$ cat src/rtl/mux_arbiter.sv
// Round-robin arbiter steering a shared 4:1 datapath mux to one of four
// requesters, with a bounded wait on the shared resource.
//
// Ports:
//   clk, rst     : rising-edge clock, synchronous active-high reset
//   req[3:0]     : per-requester request (bit i <-> mux select i)
//   mem_ready    : shared resource completed the current access
//   sel[1:0]     : datapath mux select, held at last owner when idle
//   gnt[3:0]     : one-hot grant to the current owner
//   mem_valid    : access request to the shared resource
//   done[3:0]    : one-cycle completion pulse to the owner
//   timeout_err  : one-cycle abort pulse
//   busy         : high whenever the arbiter is not idle
module mux_arbiter #(
  parameter int unsigned TIMEOUT = 16
) (
  input  logic       clk,
  input  logic       rst,
  input  logic [3:0] req,
  input  logic       mem_ready,
  output logic [1:0] sel,
  output logic [3:0] gnt,
  output logic       mem_valid,
  output logic [3:0] done,
  output logic       timeout_err,
  output logic       busy
);

  typedef enum logic [1:0] {
    IDLE,
    BUSY,
    RELEASE
  } state_e;

  localparam logic [7:0] WAIT_LAST = 8'(TIMEOUT - 1);

  state_e     state_q, state_d;
  logic [1:0] sel_q, sel_d;
  logic [3:0] gnt_q, gnt_d;
  logic       mem_valid_q, mem_valid_d;
  logic [3:0] done_q, done_d;
  logic       timeout_err_q, timeout_err_d;
  logic       busy_q, busy_d;
  logic [7:0] wcnt_q, wcnt_d;
  logic [1:0] last_q, last_d;

  logic [1:0] win;
  logic       found;
  logic [1:0] idx;

  // Search upward from last+1; i=4 wraps back onto last itself.
  always_comb begin
    win   = last_q;
    found = 1'b0;
    idx   = last_q;
    for (int i = 1; i <= 4; i++) begin
      idx = last_q + 2'(i);
      if (!found && req[idx]) begin
        win   = idx;
        found = 1'b1;
      end
    end
  end

  always_comb begin
    state_d       = state_q;
    sel_d         = sel_q;
    gnt_d         = gnt_q;
    mem_valid_d   = mem_valid_q;
    done_d        = 4'b0000;
    timeout_err_d = 1'b0;
    wcnt_d        = wcnt_q;
    last_d        = last_q;
    unique case (state_q)
      IDLE: begin
        if (|req) begin
          sel_d       = win;
          gnt_d       = 4'b0001 << win;
          mem_valid_d = 1'b1;
          last_d      = win;
          wcnt_d      = 8'd0;
          state_d     = BUSY;
        end
      end
      BUSY: begin
        // Completion wins over a coincident timeout.
        if (mem_ready) begin
          done_d      = gnt_q;
          gnt_d       = 4'b0000;
          mem_valid_d = 1'b0;
          state_d     = RELEASE;
        end else if (wcnt_q == WAIT_LAST) begin
          timeout_err_d = 1'b1;
          gnt_d         = 4'b0000;
          mem_valid_d   = 1'b0;
          state_d       = RELEASE;
        end else begin
          wcnt_d = wcnt_q + 8'd1;
        end
      end
      RELEASE: begin
        state_d = IDLE;
      end
      default: begin
        state_d     = IDLE;
        gnt_d       = 4'b0000;
        mem_valid_d = 1'b0;
      end
    endcase
    busy_d = (state_d != IDLE);
  end

  always_ff @(posedge clk) begin
    if (rst) begin
      state_q       <= IDLE;
      sel_q         <= 2'd0;
      gnt_q         <= 4'b0000;
      mem_valid_q   <= 1'b0;
      done_q        <= 4'b0000;
      timeout_err_q <= 1'b0;
      busy_q        <= 1'b0;
      wcnt_q        <= 8'd0;
      last_q        <= 2'd3;
    end else begin
      state_q       <= state_d;
      sel_q         <= sel_d;
      gnt_q         <= gnt_d;
      mem_valid_q   <= mem_valid_d;
      done_q        <= done_d;
      timeout_err_q <= timeout_err_d;
      busy_q        <= busy_d;
      wcnt_q        <= wcnt_d;
      last_q        <= last_d;
    end
  end

  assign sel         = sel_q;
  assign gnt         = gnt_q;
  assign mem_valid   = mem_valid_q;
  assign done        = done_q;
  assign timeout_err = timeout_err_q;
  assign busy        = busy_q;

endmodule

$ cat config.mk
export PLATFORM = sky130hd
export DESIGN_NAME = mux_arbiter
export DESIGN_NICKNAME = d
export VERILOG_FILES = /design/src/rtl/mux_arbiter.sv
export SDC_FILE = /design/constraint.sdc
export NUM_CORES = 1
export LEC_CHECK = 0
export CAP_MARGIN = 5
export CORE_MARGIN = 2
export CORE_UTILIZATION = 54
export DETAILED_ROUTE_END_ITERATION = 10
export PLACE_DENSITY = 0.82
export SYNTH_ARGS = -nofsm -noshare
export SYNTH_HDL_FRONTEND = slang
export SYNTH_SLANG_ARGS = --single-unit
$ cat constraint.sdc
create_clock -name clk -period 5.75 [get_ports clk]
set_clock_uncertainty 0.2 [all_clocks]
set_input_delay 1.15 -clock clk [delete_from_list [all_inputs] [get_ports clk]]
set_output_delay 1.15 -clock clk [all_outputs]
set_load 0.03 [all_outputs]
**Yosys cells after proc, flatten, opt, wreduce, memory -nomap -nowiden**

Index checks and enable logic that the tools add are counted.

- Register bits: 25
- Logic and storage cells: 75

- Add/sub/neg operators: 4
- Order comparisons: 4
- Equal/unequal tests: 7
- Shift operators: 1
- Muxes and demuxes: 32
- Bitwise logic cells: 3
- Reductions and logical operators: 15

Operators with widths:

| kind | count |
|---|---|
| 2-to-1 mux 8 bit | 3 |
| one-hot mux 8 bit (2 select lines) | 1 |
| 2-to-1 mux 2 bit | 7 |
| less-than comparator 2 x 3 -> 1 bit, second input constant | 4 |
| 2-to-1 mux 4 bit | 3 |
| one-hot mux 4 bit (3 select lines) | 1 |
| 2-to-1 mux 1 bit | 11 |
| adder 8 x 1 -> 8 bit, second input constant | 1 |
| binary-select mux 1 bit (select 2 bit) | 4 |
| == test 8 x 4 -> 1 bit, second input constant | 1 |
| != test 2 bit, second input constant | 3 |
| OR reduction 3 bit | 2 |
| adder 2 bit, second input constant | 2 |
| one-hot mux 2 bit (2 select lines) | 1 |
| AND reduction 4 bit | 1 |
| nonzero test 2 bit | 2 |
| OR reduction 4 bit | 1 |
| left shift 1 x 2 -> 4 bit, first input constant | 1 |
| logical AND 1 bit | 3 |
| zero test 1 bit | 3 |
| != test 3 bit, second input constant | 1 |
| NOT 1 bit | 3 |
| one-hot mux 1 bit (3 select lines) | 1 |
| AND reduction 3 bit | 1 |
| other kinds (5) | 5 |

**Logic depth before layout (Yosys ltp)**

- Depth in word-level cells: 16
- Mapped depth: 5
- Gate-level depth less buffers: 5

**Worst setup path after synthesis**

No wires, ideal clock.

- Kind: in2reg
- Start: input req[1]
- End: register gnt_q[0], in the netlist gnt[0]
- Setup time: 0.117 ns
- Data arrival time: 2.259 ns
- Data required time: 5.433 ns
- Path slack: 3.174 ns
- Stages on the path: 4
- Buffers on the path: 0
- Path through: or4_4 nand2_1 nor4_1 a32o_1

- Word-level cells in the longest chain between the ends: 15
- Elaborated cells between the ends (all ways): 27
- Those cells by class: eq/ne: 1; shift: 1; mux: 17; reduce/logical: 8

RTL lines:

| element | line | text |
|---|---|---|
| start, declared | 19 | `input logic [3:0] req,` |
| binary-select mux 1 bit (select 2 bit) | 58 | `if (!found && req[idx]) begin` |
| 2-to-1 mux 1 bit (implied by the code) | 58 |  |
| 2-to-1 mux 1 bit | 58 |  |
| zero test 1 bit | 58 |  |
| logical AND 1 bit | 58 |  |
| 2-to-1 mux 1 bit | 58 |  |
| zero test 1 bit | 58 |  |
| logical AND 1 bit | 58 |  |
| 2-to-1 mux 1 bit | 58 |  |
| zero test 1 bit | 58 |  |
| logical AND 1 bit | 58 |  |
| 2-to-1 mux 2 bit | 58 |  |
| left shift 1 x 2 -> 4 bit | 78 | `gnt_d = 4'b0001 << win;` |
| 2-to-1 mux 4 bit | 76 | `if (\|req) begin` |
| one-hot mux 4 bit (3 select lines) | 74 | `unique case (state_q)` |
| end signal, assigned | 127 | `gnt_q <= gnt_d;` |
| end, declared | 39 | `logic [3:0] gnt_q, gnt_d;` |

Several ways; a longest one is shown, not always the timed one. The select of a mux whose other input is x is not followed.
A chain may end at the register's enable or synchronous reset.

**Final worst setup path**

- Start: input req[3]
- End: register gnt_q[3], in the netlist gnt[3]

Same word-level chain as after synthesis.

==> run_results.csv <==
group,metric,value,unit
sta,fmax,0.3358,GHz
floorplan,initial_core_util,56.19,%
setup_path,start_kind,"primary input",
final_layout,nNetsFinal,141,
logic_synthesis,synth_flop_cell,"dfxtp_1",
cts,postCtsSetupBuffers,0,
worst_hold_path,hold_depth,1,
logic_synthesis,yosysWarnings,0,
logic_synthesis,synthTopCellsByCount,"dfxtp_1, nor2_1, a21oi_1, nand3_1, and3_1",
sta,hold_violations,0,
place,place_congestion,0.8939,
floorplan,core_area,0.001942,mm2
sta,fin_crit_sh,51.79,%
run,cap_violations,0,
route,via_per_inst,5.887,
global_routing,grtUsageMet3,3.374,%
route,antenna_left,0,
setup_path,worst_r2r_path_depth,4,
cts,clk_latency,0.32,ns
logic_synthesis,synth_top_family_by_area,"simple AND/OR/NAND/NOR gates",
cts,clkSlewWorstSetupHoldPaths,0.12,ns
logic_synthesis,synth_cell_types,43,
logic_synthesis,netlist_area,0.001091,mm2
logic_synthesis,yosys-mux-area-fraction,1.835,%
cts,cts_root_buf,"clkbuf_4",
global_routing,grt_usage,20.89,%
route,via_count,936,
logic_synthesis,yosys.area_share.simple,24.08,%
pwr,p_leak,0.4985,nW
setup_path,critPathMaxFanout,6,
logic_synthesis,synth_compound_area_share,22.82,%
sta,slew_headroom,52.36,%
floorplan,pin_count,20,
sta,fin_crit,2.978,ns
global_routing,met2_usage,35.16,%
route,totalWireLength,2327,um
route,first_pass_iters,4,
final_layout,final_cells,159,
logic_synthesis,synth_top_area_share,45.87,%
pwr,total_power,0.3447,mW
setup_path,crit_type,"primary input to flip-flop",
logic_synthesis,yosys.area.top_type,"dfxtp_1",
route,wl_per_cell,14.64,um
logic_synthesis,syn_inst,112,
global_routing,grt_pass1_vias,855,
logic_synthesis,ys_seq_area_share,45.87,%
sta,drv_slew,0,
final_layout,syn2layout_area_growth,21.44,%
global_routing,grt-ovfl-total,0,
final_layout,drive_above_1_share,8.333,%
setup_path,crit_arrival,3.05,ns
logic_synthesis,synth-xor-area-share,2.408,%
logic_synthesis,avgSynthCellArea,9.741,um2
setup_path,endpoint_kind,"flip-flop",
logic_synthesis,synthMostInstantiatedCell,"dfxtp_1",
global_routing,grt_busiest_layer,"met2",
logic_synthesis,synth_area_leaders,"dfxtp_1, nor2_1, a21oi_1",
global_routing,antenna_found_initial,0,
sta,fin_setup_tns,0,ns
pwr,peakVddDrop,0.1764,mV
place,portBuffers,19,
floorplan,dieArea,0.002396,mm2
route,drtIter0Drc,23,
floorplan,fp.dieH,48.95,um
logic_synthesis,ys_ff_latch,25,
cts,cts_resized,0,
sta,rsz0062_at_grt,"no",
floorplan,fp.dieW,48.95,um
logic_synthesis,synth_fa_ha_area_share,1.147,%
cts,cts_tree,"done",
place,place_inst,155,
global_routing,grt_util_met1,27.20,%
route,drc,0,
outcome,status,"finished, final reports clean",
worst_hold_path,hold_path_class,"flip-flop to flip-flop",
final_layout,antennaDiodeCount,0,
logic_synthesis,syn_nets,120,
logic_synthesis,async_reset_ff_share,0,%
cts,ctsHoldBuffers,0,
sta,worstMarginPinSlew,0.7092,ns
cts,cts_sinks,25,
floorplan,rows,16,
setup_path,required,5.83,ns
cts,cts_max_level,1,
global_routing,grt_max_degree,14,
cts,cts_buffers,3,
final_layout,fillers,158,
cts,clockBufferDepth,2,
place,post-dp-hpwl,1756,um
logic_synthesis,synth_edf_count,0,
global_routing,grt_pass1_wl,3926,um
sta,setup_viol,0,
pwr,power_density,260.2,mW/mm2
==> final cells by class <==
cell class	instances	area, um2	share of cell area [%]
Tap cell	27	33.78	2.550
Timing Repair Buffer	19	190.2	14.35
Sequential cell	25	500.5	37.77
Clock buffer	4	26.28	1.983
Multi-Input combinational cell	83	570.5	43.06
Inverter	1	3.754	0.2833
==> critical path, stage by stage <==
cell and delay, ns:
clkdlybuf4s50_1 0.58, nor4_1 0.10, nor3_1 0.56, o311ai_0 0.39, a2bb2o_4 0.28
==> logic make-up (layout without fill, tap and decap cells) <==
logic type / count (synthesis) / after routing
AO/OA/AOI/OAI: 31 / 31
multiplexers: 2 / 2
buffers and inverters: 4 / 24
AND/OR/NAND/NOR: 46 / 46
adder cells (fa/ha/maj): 1 / 1
XOR/XNOR: 3 / 3
flip-flops: 25 / 25
==> path summary, 6_finish.rpt <==
check,start,slack [ns],end
max,req[3],2.77,gnt[3]
min,gnt[1],0.30,gnt[1]
max reg2reg,wcnt_q[4],3.69,gnt[3]
min reg2reg,gnt[1],0.30,gnt[1]
==> cells in the final DEF (no fill, tap or decap), types with 3 or more instances in the layout <==
| cell type | instances |
|---|---|
| dfxtp_1 | 25 |
| clkdlybuf4s50_1 | 19 |
| nor2_1 | 11 |
| a21oi_1 | 8 |
| nand3_1 | 6 |
| and3_1 | 5 |
| nor3_1 | 4 |
| nand2_1 | 3 |
| xor2_1 | 3 |
| clkbuf_4 | 3 |
==> flip-flops by register name, indices dropped and copies added, names as in the netlist <==
name	count
wcnt_q	8
sel	2
busy	1
mem_valid	1
last_q	2
done	4
timeout_err	1
state_q	2
gnt	4
==> where the power goes <==
group	internal [mW]	total [mW]	switching (mW)
logic	0.0309	0.0731	0.0421
clock network	0.0272	0.0792	0.0520
registers	0.183	0.192	0.00902
total	0.242	0.345	0.103
==> metrics by stage <==
step	instance area (um2)	hold slack, ns	worst slack (ns)	util [%]
floorplan	1091	0.2493	3.174	-
global placement	1299	0.2660	2.574	66.88
detailed placement	1299	0.2758	2.498	66.88
CTS	1325	0.2971	2.818	68.23
global route	1325	0.3134	2.677	68.23
finish	1325	0.2973	2.772	68.23
==> layer usage <==
metal  share of wire, %  vias up
li1                   -      462
met1                 44      430
met2                 49       39
met3                5.6        5
met4                1.6        0
met5                  0        -
Note: power is estimated with default switching activity, not from simulation.
